$ cat src/rtl/fighter_pkg.sv
`default_nettype none
// ============================================================================
// Module : fighter_pkg
// Brief  : Shared fighter types (animation state, hit kind) and frame timings.
// Rev    : 1.0  initial release
// ============================================================================
package fighter_pkg;

    typedef enum logic [3:0] {
        ST_IDLE    = 4'd0,
        ST_WALK    = 4'd1,
        ST_CROUCH  = 4'd2,
        ST_PUNCH   = 4'd3,
        ST_KICK    = 4'd4,
        ST_CPUNCH  = 4'd5,
        ST_JUMP    = 4'd6,
        ST_SPECIAL = 4'd7,
        ST_HITSTUN = 4'd8,
        ST_KO      = 4'd9,
        ST_KO_HOLD = 4'd10
    } fsm_state_t;

    typedef enum logic [1:0] {
        HK_PUNCH  = 2'd0,
        HK_KICK   = 2'd1,
        HK_CPUNCH = 2'd2
    } hit_kind_t;

    localparam int DEF_PHASE_FRAMES = 8;
    localparam int DEF_ATK_FRAMES   = 15;
    localparam int DEF_HIT_FRAME    = 4;
    localparam int DEF_BUF_FRAMES   = 5;
    localparam int DEF_JUMP_FRAMES  = 45;
    localparam int DEF_SPEC_FRAMES  = 45;
    localparam int DEF_SPAWN_FRAME  = 44;
    localparam int DEF_STUN_FRAMES  = 12;
    localparam int DEF_KO_FRAMES    = 10;

    function automatic logic is_busy(input fsm_state_t s);
        return !(s inside {ST_IDLE, ST_WALK, ST_CROUCH});
    endfunction

    function automatic logic is_attack(input fsm_state_t s);
        return s inside {ST_PUNCH, ST_KICK, ST_CPUNCH};
    endfunction

endpackage
`default_nettype wire

$ cat src/rtl/frame_tick_det.sv
`default_nettype none
// ============================================================================
// Module : frame_tick_det
// Brief  : Rising-edge detector turning the vsync-rate frame_clk into a tick.
// Rev    : 1.0  initial release
// ============================================================================
module frame_tick_det (
    input  logic Clk,
    input  logic Reset,
    input  logic frame_clk,
    output logic tick
);

    logic r_frame_clk_q;

    always_ff @(posedge Clk) begin
        if (Reset) begin
            r_frame_clk_q <= 1'b0;
        end else begin
            r_frame_clk_q <= frame_clk;
        end
    end

    assign tick = frame_clk & ~r_frame_clk_q;

endmodule
`default_nettype wire

$ cat src/rtl/fighter_action_seq.sv
`default_nettype none
// ============================================================================
// Module : fighter_action_seq
// Brief  : Per-player action sequencer: buttons -> animation state, phase,
//          frame counter, attack pulses, projectile spawn and special meter.
// Rev    : 1.0  initial release
// ============================================================================
module fighter_action_seq
    import fighter_pkg::*;
#(
    parameter int PHASE_FRAMES = DEF_PHASE_FRAMES,
    parameter int ATK_FRAMES   = DEF_ATK_FRAMES,
    parameter int HIT_FRAME    = DEF_HIT_FRAME,
    parameter int BUF_FRAMES   = DEF_BUF_FRAMES,
    parameter int JUMP_FRAMES  = DEF_JUMP_FRAMES,
    parameter int SPEC_FRAMES  = DEF_SPEC_FRAMES,
    parameter int SPAWN_FRAME  = DEF_SPAWN_FRAME,
    parameter int STUN_FRAMES  = DEF_STUN_FRAMES,
    parameter int KO_FRAMES    = DEF_KO_FRAMES,
    parameter int METER_W      = 10,
    parameter int METER_MAX    = 200,
    parameter int METER_GAIN   = 20
) (
    input  logic               Clk,
    input  logic               Reset,
    input  logic               frame_clk,
    input  logic               btn_up,
    input  logic               btn_down,
    input  logic               btn_fwd,
    input  logic               btn_back,
    input  logic               btn_punch,
    input  logic               btn_kick,
    input  logic               btn_spec,
    input  logic               is_dead,
    input  logic               got_hit,
    input  logic               hit_landed,
    output logic [3:0]         anim_state,
    output logic [1:0]         anim_phase,
    output logic [7:0]         frame_cnt,
    output logic               hit_pulse,
    output logic [1:0]         hit_kind,
    output logic               proj_spawn,
    output logic [METER_W-1:0] meter,
    output logic               busy
);

    localparam logic [7:0] c_ATK_END      = 8'(ATK_FRAMES - 1);
    localparam logic [7:0] c_BUF_START    = 8'(ATK_FRAMES - BUF_FRAMES);
    localparam logic [7:0] c_HIT_FRAME    = 8'(HIT_FRAME);
    localparam logic [7:0] c_HIT_FRAME2   = 8'(2 * HIT_FRAME);
    localparam logic [7:0] c_JUMP_END     = 8'(JUMP_FRAMES - 1);
    localparam logic [7:0] c_SPEC_END     = 8'(SPEC_FRAMES - 1);
    localparam logic [7:0] c_STUN_END     = 8'(STUN_FRAMES - 1);
    localparam logic [7:0] c_KO_END       = 8'(KO_FRAMES - 1);
    localparam logic [7:0] c_SPAWN_FRAME  = 8'(SPAWN_FRAME);
    localparam logic [7:0] c_PHASE_FRAMES = 8'(PHASE_FRAMES);
    localparam logic [7:0] c_FRAME_SAT    = 8'hFF;

    localparam logic [METER_W-1:0] c_METER_MAX      = METER_W'(METER_MAX);
    localparam logic [METER_W-1:0] c_METER_GAIN     = METER_W'(METER_GAIN);
    localparam logic [METER_W-1:0] c_METER_HEADROOM = METER_W'(METER_MAX - METER_GAIN);

    logic w_tick;

    fsm_state_t         r_state_q,     w_state_d;
    logic [7:0]         r_frame_q,     w_frame_d;
    logic [1:0]         r_phase_q,     w_phase_d;
    logic               r_busy_q,      w_busy_d;
    logic               r_hit_pulse_q, w_hit_pulse_d;
    hit_kind_t          r_hit_kind_q,  w_hit_kind_d;
    logic               r_spawn_q,     w_spawn_d;
    logic               r_buf_valid_q, w_buf_valid_d;
    fsm_state_t         r_buf_kind_q,  w_buf_kind_d;
    logic               r_hit_latch_q, w_hit_latch_d;
    logic [METER_W-1:0] r_meter_q;

    logic       w_got_hit;
    logic       w_press;
    fsm_state_t w_press_state;
    logic       w_in_window;
    logic       w_restart;
    logic       w_changed;
    logic       w_special_entry;
    logic [7:0] w_phase_quot;

    frame_tick_det u_tick (
        .Clk       (Clk),
        .Reset     (Reset),
        .frame_clk (frame_clk),
        .tick      (w_tick)
    );

    always_comb begin
        w_state_d     = r_state_q;
        w_restart     = 1'b0;
        w_got_hit     = got_hit | r_hit_latch_q;
        w_press       = btn_punch | btn_kick;
        w_press_state = btn_kick ? ST_KICK : ST_PUNCH;
        w_in_window   = (r_frame_q >= c_BUF_START);

        if (is_dead && !(r_state_q inside {ST_KO, ST_KO_HOLD})) begin
            w_state_d = ST_KO;
        end else if (w_got_hit && !(r_state_q inside {ST_JUMP, ST_SPECIAL, ST_KO, ST_KO_HOLD})) begin
            w_state_d = ST_HITSTUN;
        end else begin
            case (r_state_q)
                ST_IDLE, ST_WALK: begin
                    if (btn_up)                                  w_state_d = ST_JUMP;
                    else if (btn_down)                           w_state_d = ST_CROUCH;
                    else if (btn_kick)                           w_state_d = ST_KICK;
                    else if (btn_punch)                          w_state_d = ST_PUNCH;
                    else if (btn_spec && r_meter_q == c_METER_MAX) w_state_d = ST_SPECIAL;
                    else if (btn_fwd || btn_back)                w_state_d = ST_WALK;
                    else                                         w_state_d = ST_IDLE;
                end
                ST_CROUCH: begin
                    if (btn_punch)      w_state_d = ST_CPUNCH;
                    else if (!btn_down) w_state_d = ST_IDLE;
                end
                ST_CPUNCH: begin
                    if (r_frame_q == c_ATK_END) w_state_d = btn_down ? ST_CROUCH : ST_IDLE;
                end
                ST_PUNCH, ST_KICK: begin
                    // A press on the final frame itself still counts as buffered.
                    if (r_frame_q == c_ATK_END) begin
                        if (w_press) begin
                            w_state_d = w_press_state;
                            w_restart = 1'b1;
                        end else if (r_buf_valid_q) begin
                            w_state_d = r_buf_kind_q;
                            w_restart = 1'b1;
                        end else begin
                            w_state_d = ST_IDLE;
                        end
                    end
                end
                ST_JUMP:    if (r_frame_q == c_JUMP_END) w_state_d = ST_IDLE;
                ST_SPECIAL: if (r_frame_q == c_SPEC_END) w_state_d = ST_IDLE;
                ST_HITSTUN: if (r_frame_q == c_STUN_END) w_state_d = ST_IDLE;
                ST_KO:      if (r_frame_q == c_KO_END)   w_state_d = ST_KO_HOLD;
                ST_KO_HOLD: if (!is_dead)                w_state_d = ST_IDLE;
                default:    w_state_d = ST_IDLE;
            endcase
        end

        w_changed = (w_state_d != r_state_q) || w_restart;

        if (w_changed)                    w_frame_d = 8'd0;
        else if (r_frame_q == c_FRAME_SAT) w_frame_d = c_FRAME_SAT;
        else                              w_frame_d = r_frame_q + 8'd1;

        w_buf_valid_d = r_buf_valid_q;
        w_buf_kind_d  = r_buf_kind_q;
        if (w_changed) begin
            w_buf_valid_d = 1'b0;
        end else if ((r_state_q inside {ST_PUNCH, ST_KICK}) && w_in_window && w_press) begin
            w_buf_valid_d = 1'b1;
            w_buf_kind_d  = w_press_state;
        end

        w_phase_quot = w_frame_d / c_PHASE_FRAMES;
        if (w_state_d inside {ST_IDLE, ST_WALK})  w_phase_d = 2'(w_phase_quot % 8'd3);
        else if (is_attack(w_state_d)) begin
            if (w_frame_d < c_HIT_FRAME)       w_phase_d = 2'd0;
            else if (w_frame_d < c_HIT_FRAME2) w_phase_d = 2'd1;
            else                               w_phase_d = 2'd2;
        end else                               w_phase_d = 2'd0;

        w_busy_d      = is_busy(w_state_d);
        w_hit_pulse_d = w_tick && is_attack(w_state_d) && (w_frame_d == c_HIT_FRAME);
        w_hit_kind_d  = HK_PUNCH;
        if (w_hit_pulse_d) begin
            case (w_state_d)
                ST_KICK:   w_hit_kind_d = HK_KICK;
                ST_CPUNCH: w_hit_kind_d = HK_CPUNCH;
                default:   w_hit_kind_d = HK_PUNCH;
            endcase
        end
        w_spawn_d       = w_tick && (w_state_d == ST_SPECIAL) && (w_frame_d == c_SPAWN_FRAME);
        w_special_entry = w_tick && (w_state_d == ST_SPECIAL) && (r_state_q != ST_SPECIAL);
        w_hit_latch_d   = w_tick ? 1'b0 : (r_hit_latch_q | got_hit);
    end

    always_ff @(posedge Clk) begin
        if (Reset) begin
            r_state_q     <= ST_IDLE;
            r_frame_q     <= 8'd0;
            r_phase_q     <= 2'd0;
            r_busy_q      <= 1'b0;
            r_hit_pulse_q <= 1'b0;
            r_hit_kind_q  <= HK_PUNCH;
            r_spawn_q     <= 1'b0;
            r_buf_valid_q <= 1'b0;
            r_buf_kind_q  <= ST_PUNCH;
            r_hit_latch_q <= 1'b0;
        end else begin
            r_hit_pulse_q <= w_hit_pulse_d;
            r_hit_kind_q  <= w_hit_kind_d;
            r_spawn_q     <= w_spawn_d;
            r_hit_latch_q <= w_hit_latch_d;
            if (w_tick) begin
                r_state_q     <= w_state_d;
                r_frame_q     <= w_frame_d;
                r_phase_q     <= w_phase_d;
                r_busy_q      <= w_busy_d;
                r_buf_valid_q <= w_buf_valid_d;
                r_buf_kind_q  <= w_buf_kind_d;
            end
        end
    end

    // Entering SPECIAL spends the meter, even against a same-cycle gain.
    always_ff @(posedge Clk) begin
        if (Reset) begin
            r_meter_q <= '0;
        end else if (w_special_entry) begin
            r_meter_q <= '0;
        end else if (hit_landed) begin
            r_meter_q <= (r_meter_q >= c_METER_HEADROOM) ? c_METER_MAX : r_meter_q + c_METER_GAIN;
        end
    end

    assign anim_state = r_state_q;
    assign anim_phase = r_phase_q;
    assign frame_cnt  = r_frame_q;
    assign hit_pulse  = r_hit_pulse_q;
    assign hit_kind   = r_hit_kind_q;
    assign proj_spawn = r_spawn_q;
    assign meter      = r_meter_q;
    assign busy       = r_busy_q;

endmodule
`default_nettype wire

$ cat config.mk
export PLATFORM = sky130hd
export DESIGN_NAME = fighter_action_seq
export DESIGN_NICKNAME = d
export VERILOG_FILES = /design/src/rtl/fighter_pkg.sv /design/src/rtl/frame_tick_det.sv /design/src/rtl/fighter_action_seq.sv
export SDC_FILE = /design/constraint.sdc
export NUM_CORES = 1
export LEC_CHECK = 0
export CAP_MARGIN = 20
export CORE_ASPECT_RATIO = 1.5
export CORE_UTILIZATION = 45
export CTS_CLUSTER_DIAMETER = 30
export DETAILED_ROUTE_END_ITERATION = 10
export PLACE_DENSITY = 0.68
export REMOVE_ABC_BUFFERS = 1
export SYNTH_ARGS = -nofsm -noshare
export SYNTH_HDL_FRONTEND = slang
export SYNTH_SLANG_ARGS = --single-unit
$ cat constraint.sdc
create_clock -name Clk -period 6.8 [get_ports Clk]
set_input_delay 0.68 -clock Clk [delete_from_list [all_inputs] [get_ports Clk]]
set_output_delay 0.68 -clock Clk [all_outputs]
set_load 0.02 [all_outputs]
# == Word level (Yosys, flattened, before mapping) ==
# Index checks and enable logic that the tools add are counted.
# Widths: inputs -> output; s select.
# totals
regBits,36
input_bits,13
out_inout_bits,29
wordCells,120
# op_classes
add_sub_neg,2
div_mod_pow,1
magnitude_cmp,4
eq_ne,26
muxes,37
bitwise,6
n_reduce_logical,32
# ops
op,n
$mux 4,12
$pmux 4 s8,1
$eq 4x3->1 const B,7
$eq 8x4->1 const B,3
$mux 3,6
$eq 4x2->1 const B,4
$eq 8x6->1 const B,2
$mux 8,2
$eq 4x4->1 const B,3
$reduce_or 2->1,6
$add 10x5->10 const B,1
$eq 10x8->1 const B,1
$ge 10x8->1 const B,1
$logic_and 1x1->1,10
$mux 10,1
$mux 2,5
$mux 1,9
$add 8x1->8 const B,1
$eq 4x1->1 const B,2
$eq 8x3->1 const B,1
$eq 8x8->1 const B,1
$ge 8x4->1 const B,1
$logic_not 4->1,2
$lt 8x3->1 const B,1
15 further kinds,25

# == Depth between registers and ports, before layout ==
# depth
depth_word,18
depth_mapped,28

# == Cells and area by module ==
# From an unflattened synthesis, not the netlist that was laid out.
# hier_totals
hier_cells,404
area_unflattened_um2,3011.6
# modules_own_cells
mod,n_inst,cells_per_inst,area_each_um2
fighter_action_seq,1,401,2964.1
frame_tick_det,1,3,47.5

# == Least setup slack after synthesis ==
# No wires, ideal clock.
# synth_timing
path_type,input-to-reg
start,input port is_dead
end,register r_phase_q[1] (netlist: anim_phase[1])
setup_ns,0.088
arrival_time_ns,5.781
path_slack_ns,0.931
stages,27
n_path_buf,2
cell_sequence,clkbuf_1 or3_1 a2bb2oi_1 o32a_1 a31oi_1 o2bb2ai_1 or3_1 buf_2 nor2_1 inv_1 ha_1 nor3_1 xnor2_1 o41a_1 or2_2 ha_1 inv_1 o2111ai_1 o21ai_0 nand4_1 nand2_1 ha_1 a21oi_1 o21ai_0 a21oi_1 or3b_1 a311oi_2
# synth_via
elab_chain_cells,12
# synth_lines
item,line_no,rtl
start: declaration,fighter_action_seq.sv:34,"input logic is_dead,"
$mux 4,fighter_action_seq.sv:141,ST_KO_HOLD: if (!is_dead) w_state_d = ST_IDLE;
$pmux 4 s8,fighter_action_seq.sv:106,case (r_state_q)
$mux 4,fighter_action_seq.sv:103,"end else if (w_got_hit && !(r_state_q inside {ST_JUMP, ST_SPECIAL, ST_KO, ST_KO_HOLD})) begin"
$mux 4,fighter_action_seq.sv:101,"if (is_dead && !(r_state_q inside {ST_KO, ST_KO_HOLD})) begin"
$ne 4x4->1,fighter_action_seq.sv:146,w_changed = (w_state_d != r_state_q) || w_restart;
$logic_or 1x1->1 *,fighter_action_seq.sv:146,
$mux 8 *,fighter_action_seq.sv:148,if (w_changed) w_frame_d = 8'd0;
named net w_frame_d[6],fighter_action_seq.sv:66,"logic [7:0] r_frame_q, w_frame_d;"
"parallel branches: the longest is 4 deep, another holds $mod 5x2->8",-,
$mux 2 *,fighter_action_seq.sv:162,"if (w_state_d inside {ST_IDLE, ST_WALK}) w_phase_d = 2'(w_phase_quot % 8'd3);"
end signal: assignment,fighter_action_seq.sv:204,r_phase_q <= w_phase_d;
end: declaration,fighter_action_seq.sv:67,"logic [1:0] r_phase_q, w_phase_d;"
# Mark *: on every way through the listed nets, which the timed path passes.
# A chain may end at the register's enable or synchronous reset.

# == Worst setup path in the final report ==
# layout_timing
start,input port btn_spec
end,register r_phase_q[1] (netlist: anim_phase[1])
# layout_via
elab_chain_cells,17
# layout_lines
item,line_no,rtl
start: declaration,fighter_action_seq.sv:33,"input logic btn_spec,"
$logic_and 1x1->1 *,fighter_action_seq.sv:112,else if (btn_spec && r_meter_q == c_METER_MAX) w_state_d = ST_SPECIAL;
$mux 3 *,fighter_action_seq.sv:112,
$mux 3 *,fighter_action_seq.sv:111,else if (btn_punch) w_state_d = ST_PUNCH;
$mux 3 *,fighter_action_seq.sv:110,else if (btn_kick) w_state_d = ST_KICK;
$mux 3 *,fighter_action_seq.sv:109,else if (btn_down) w_state_d = ST_CROUCH;
$mux 3 *,fighter_action_seq.sv:108,if (btn_up) w_state_d = ST_JUMP;
$pmux 4 s8 *,fighter_action_seq.sv:106,
$mux 4 *,fighter_action_seq.sv:103,
$mux 4 *,fighter_action_seq.sv:101,
$ne 4x4->1 *,fighter_action_seq.sv:146,
$logic_or 1x1->1 *,fighter_action_seq.sv:146,
$mux 8 *,fighter_action_seq.sv:148,
named net w_frame_d[6],fighter_action_seq.sv:66,
"parallel branches: the longest is 4 deep, another holds $mod 5x2->8",-,
$mux 2 *,fighter_action_seq.sv:162,
# Marks and branches as above.

==> results.yml <==
outcome:
  status: "finished clean"
sta:
  clock_skews_ns: 0.00864
  timing.max_slew.rel_slack: 0.434
  final_max_tran_viols: 0
  final_hold_viol_count: 0
  min_period_over_period: 0.929
  final-setup-viol-count: 0
  fin_hold_ws_ns: 0.484
  max_clock_freq_mhz: 158
  worst_pin_slew_ns: 0.847
  setup-tns-final_ns: 0
  timing.final.crit_period_ns: 6.32
  unrepaired_setup_endpoints_after_global_routing: "no"
pwr:
  power.switching_uw: 169
  power.sequential.fraction: 0.423
  total_power_uw: 488
  p_clk_frac: 0.311
  ir_worst_vdd_mv: 0.0616
  leakage_nw: 1.22
  combinationalPowerShare: 0.266
  netSwitchingFraction: 0.346
  powerDensity_mw_per_mm2: 139
  internal_power_of_the_cells_uw: 319
setup_path:
  cp_data_arrival_time_ns: 6.52
  timing.reg2reg.worst_path_depth: 26
  end_kind: "flop"
  critPathLaunchType: "input pin"
  cp_data_required_time_ns: 7.00
  path_max_fanout: 7
  worstSetupPathType: "input pin to flop"
drt:
  drc: 0
  finalWirelength_um: 9320
  detailedRoute.firstIterationViolations: 292
  antenna_left: 0
  via_per_inst: 6.55
  post_drt_wl_per_cell_um: 18.3
  number_of_iterations_in_the_first_detailed_routing_pass: 5
  via_count: 3329
synth:
  postSynthAreaPerCell_um2: 7.30
  synth_largest_area_cell: "sky130_fd_sc_hd__dfxtp_1"
  synth_enable_flop_cells: 0
  yosys_register_bits: 32
  synth_top_cells_by_area: "sky130_fd_sc_hd__dfxtp_1, sky130_fd_sc_hd__nand2_1, sky130_fd_sc_hd__ha_1, sky130_fd_sc_hd__nor2_1, sky130_fd_sc_hd__a21oi_1"
  synth_top_flop_cell: "sky130_fd_sc_hd__dfxtp_1"
  postSynthCellCount: 404
  syn-cell-area_mm2: 0.00295
  yosysSeqAreaShare: 0.217
  yosysUniqueCellTypes: 76
  yosysWarningCount: 0
  synth_async_sr_flop_share: 0
  post_synth_top_area_share: 0.217
cts:
  clkSlewWorstSetupHoldPaths_ns: 0.08
  cts_setup_buffers: 0
  clock_path_buffers: 2
  clock_buffer_count_from_cts: 5
  clock_tree_from_tritoncts: "done"
  cts_htree_levels: 2
  clkSinkCount: 32
  root_buffer: "sky130_fd_sc_hd__clkbuf_8"
  clock_insertion_delay_worst_skew_ns: 0.29
final_layout:
  share_of_layout_cells_above_drive_strength_1: 0.0876
  area_delta_synth_final_pct: 18.9
  layout.cells.most_common: "sky130_fd_sc_hd__nand2_1"
  final_net_count: 458
  finish.cell_count_without_fillers: 508
  final_cell_mix: "sky130_fd_sc_hd__nand2_1, sky130_fd_sc_hd__nor2_1, sky130_fd_sc_hd__clkdlybuf4s50_1"
  antenna_cells_inserted: 0
die:
  core.rowCount: 35
  starting_density_of_the_core: 0.474
  fp.dieH_um: 101
  die_w_um: 68.1
  floorplan.die_area_mm2: 0.00689
  coreArea_mm2: 0.00622
  top_level_ports: 42
placement:
  finalWeightedCongestion: 0.934
  port_buffers: 39
  place_inst: 500
  dpl_wire_length_um: 6890
global_routing:
  gr-total-overflow: 0
  grt_pass1_vias: 3000
  maximum_number_of_pins_on_one_net_before_global_route_repair: 26
  grt_antenna_before_repair: 0
  global_route_wire_length_before_repair_um: 14700
  globalRouteTotalUtil: 0.280
min_path:
  min_delay_path_depth: 2
  worst_hold_path_type: "flop to flop"
job:
  maxCapViolCount: 0
==> sequential cells by signal (all words and copies together) (netlist names) <==
register / flops
anim_phase: 2
anim_state: 4
busy: 1
frame_cnt: 8
hit_kind: 2
hit_pulse: 1
meter: 8
proj_spawn: 1
r_buf_kind_q: 2
r_buf_valid_q: 1
r_hit_latch_q: 1
u_tick.r_frame_clk_q: 1
==> metal layers <==
layer  track usage  wire length, µm
met4         0.191              549
met2         0.459             4620
met3        0.0282              446
met1         0.333             3710
met5             0                0
==> final timing paths <==
| check | slack (ns) | endpoint | from |
|---|---|---|---|
| max | 0.48 | anim_phase[1] | btn_spec |
| min | 0.48 | r_buf_kind_q[2] | r_buf_kind_q[2] |
| max reg2reg | 0.55 | anim_phase[1] | anim_state[3] |
| min reg2reg | 0.48 | r_buf_kind_q[2] | r_buf_kind_q[2] |
==> synthesized netlist by cell type (3+ instances only) <==
master and instances:
sky130_fd_sc_hd__nand2_1 42, sky130_fd_sc_hd__o31ai_1 3, sky130_fd_sc_hd__nor2_1 39, sky130_fd_sc_hd__a21o_1 5, sky130_fd_sc_hd__and3_1 4, sky130_fd_sc_hd__xnor2_1 8
sky130_fd_sc_hd__o21ai_0 26, sky130_fd_sc_hd__clkbuf_1 23, sky130_fd_sc_hd__nor2b_1 6, sky130_fd_sc_hd__nor4_1 3, sky130_fd_sc_hd__dfxtp_1 32, sky130_fd_sc_hd__and2_1 7
sky130_fd_sc_hd__ha_1 12, sky130_fd_sc_hd__xor2_1 4, sky130_fd_sc_hd__nand4_1 7, sky130_fd_sc_hd__nand3_1 12, sky130_fd_sc_hd__mux2i_1 3, sky130_fd_sc_hd__inv_1 14
sky130_fd_sc_hd__nor4bb_1 5, sky130_fd_sc_hd__o211ai_1 5, sky130_fd_sc_hd__nand2b_1 5, sky130_fd_sc_hd__o311ai_0 3, sky130_fd_sc_hd__buf_2 3, sky130_fd_sc_hd__a31oi_1 7
sky130_fd_sc_hd__a32oi_1 3, sky130_fd_sc_hd__and4_1 3, sky130_fd_sc_hd__a21oi_1 29, sky130_fd_sc_hd__a2111oi_0 5, sky130_fd_sc_hd__a211oi_1 11, sky130_fd_sc_hd__o32a_1 3
sky130_fd_sc_hd__or3_1 7, sky130_fd_sc_hd__nor3_1 7
==> worst max-delay path, cell delays in order <==
cell                              delay, ns
sky130_fd_sc_hd__clkdlybuf4s50_1       0.46
sky130_fd_sc_hd__nor4bb_4              0.39
sky130_fd_sc_hd__a21oi_1               0.12
sky130_fd_sc_hd__o311ai_0              0.56
sky130_fd_sc_hd__or3_1                 0.19
sky130_fd_sc_hd__o21ai_1               0.21
sky130_fd_sc_hd__or3_1                 0.41
sky130_fd_sc_hd__nor2_1                0.22
sky130_fd_sc_hd__inv_1                 0.07
sky130_fd_sc_hd__ha_1                  0.30
sky130_fd_sc_hd__nor3_1                0.23
sky130_fd_sc_hd__xnor2_1               0.09
sky130_fd_sc_hd__o41a_1                0.34
sky130_fd_sc_hd__or2_2                 0.30
sky130_fd_sc_hd__ha_1                  0.23
sky130_fd_sc_hd__inv_1                 0.10
sky130_fd_sc_hd__o2111ai_1             0.10
sky130_fd_sc_hd__o21ai_0               0.24
sky130_fd_sc_hd__a21o_1                0.16
sky130_fd_sc_hd__nand2_1               0.07
sky130_fd_sc_hd__ha_1                  0.19
sky130_fd_sc_hd__a21oi_1               0.10
sky130_fd_sc_hd__o21ai_0               0.08
sky130_fd_sc_hd__a21oi_1               0.26
sky130_fd_sc_hd__nand3b_1              0.13
sky130_fd_sc_hd__a311oi_2              0.27
==> repair_timing <==
| action | 4_1_cts | 5_1_grt |
|---|---|---|
| hold buffers | 0 | 0 |
| setup endpoints to repair | 0 | 2 |
| resized for setup | 0 | 3 |
==> cell families (layout without fill, tap and decap cells) <==
kind of cell | Yosys count | count (layout) | synth area share
compound gates | 129 | 129 | 0.305
xor+xnor | 12 | 12 | 0.0356
fa+ha+maj | 12 | 12 | 0.0509
buf+inv | 46 | 75 | 0.0653
flops | 32 | 32 | 0.217
mux | 3 | 3 | 0.0102
other cells | 1 | 2 | 0.00127
simple gates | 169 | 169 | 0.314
==> stage by stage <==
| stage | setup slack, ns | instance area [µm²] | utilization |
|---|---|---|---|
| global route | 0.0695 | 3510 | 0.564 |
| finish | 0.482 | 3510 | 0.564 |
| detailed placement | 0.143 | 3400 | 0.546 |
| global placement | 0.325 | 3400 | 0.546 |
| floorplan | 0.990 | 2820 | - |
| CTS | 0.424 | 3490 | 0.561 |
==> layout make-up <==
| type | count | area, µm² |
|---|---|---|
| clock buffer | 5 | 68.8 |
| clock inverter | 3 | 18.8 |
| fill | 631 | 2710 |
| inverter | 15 | 57.6 |
| multi-input combinational | 327 | 2140 |
| sequential | 32 | 641 |
| tap | 74 | 92.6 |
| timing repair buffer | 52 | 488 |
==> power groups by stage <==
stage | Combinational, mW | Sequential [mW] | Clock (mW)
global route | 0.140 | 0.208 | 0.164
detailed placement | 0.125 | 0.210 | 0
global placement | 0.124 | 0.210 | 0
floorplan | 0.0659 | 0.217 | 0
finish | 0.130 | 0.206 | 0.152
CTS | 0.126 | 0.205 | 0.154
Note: power is estimated with default switching activity, not from simulation.
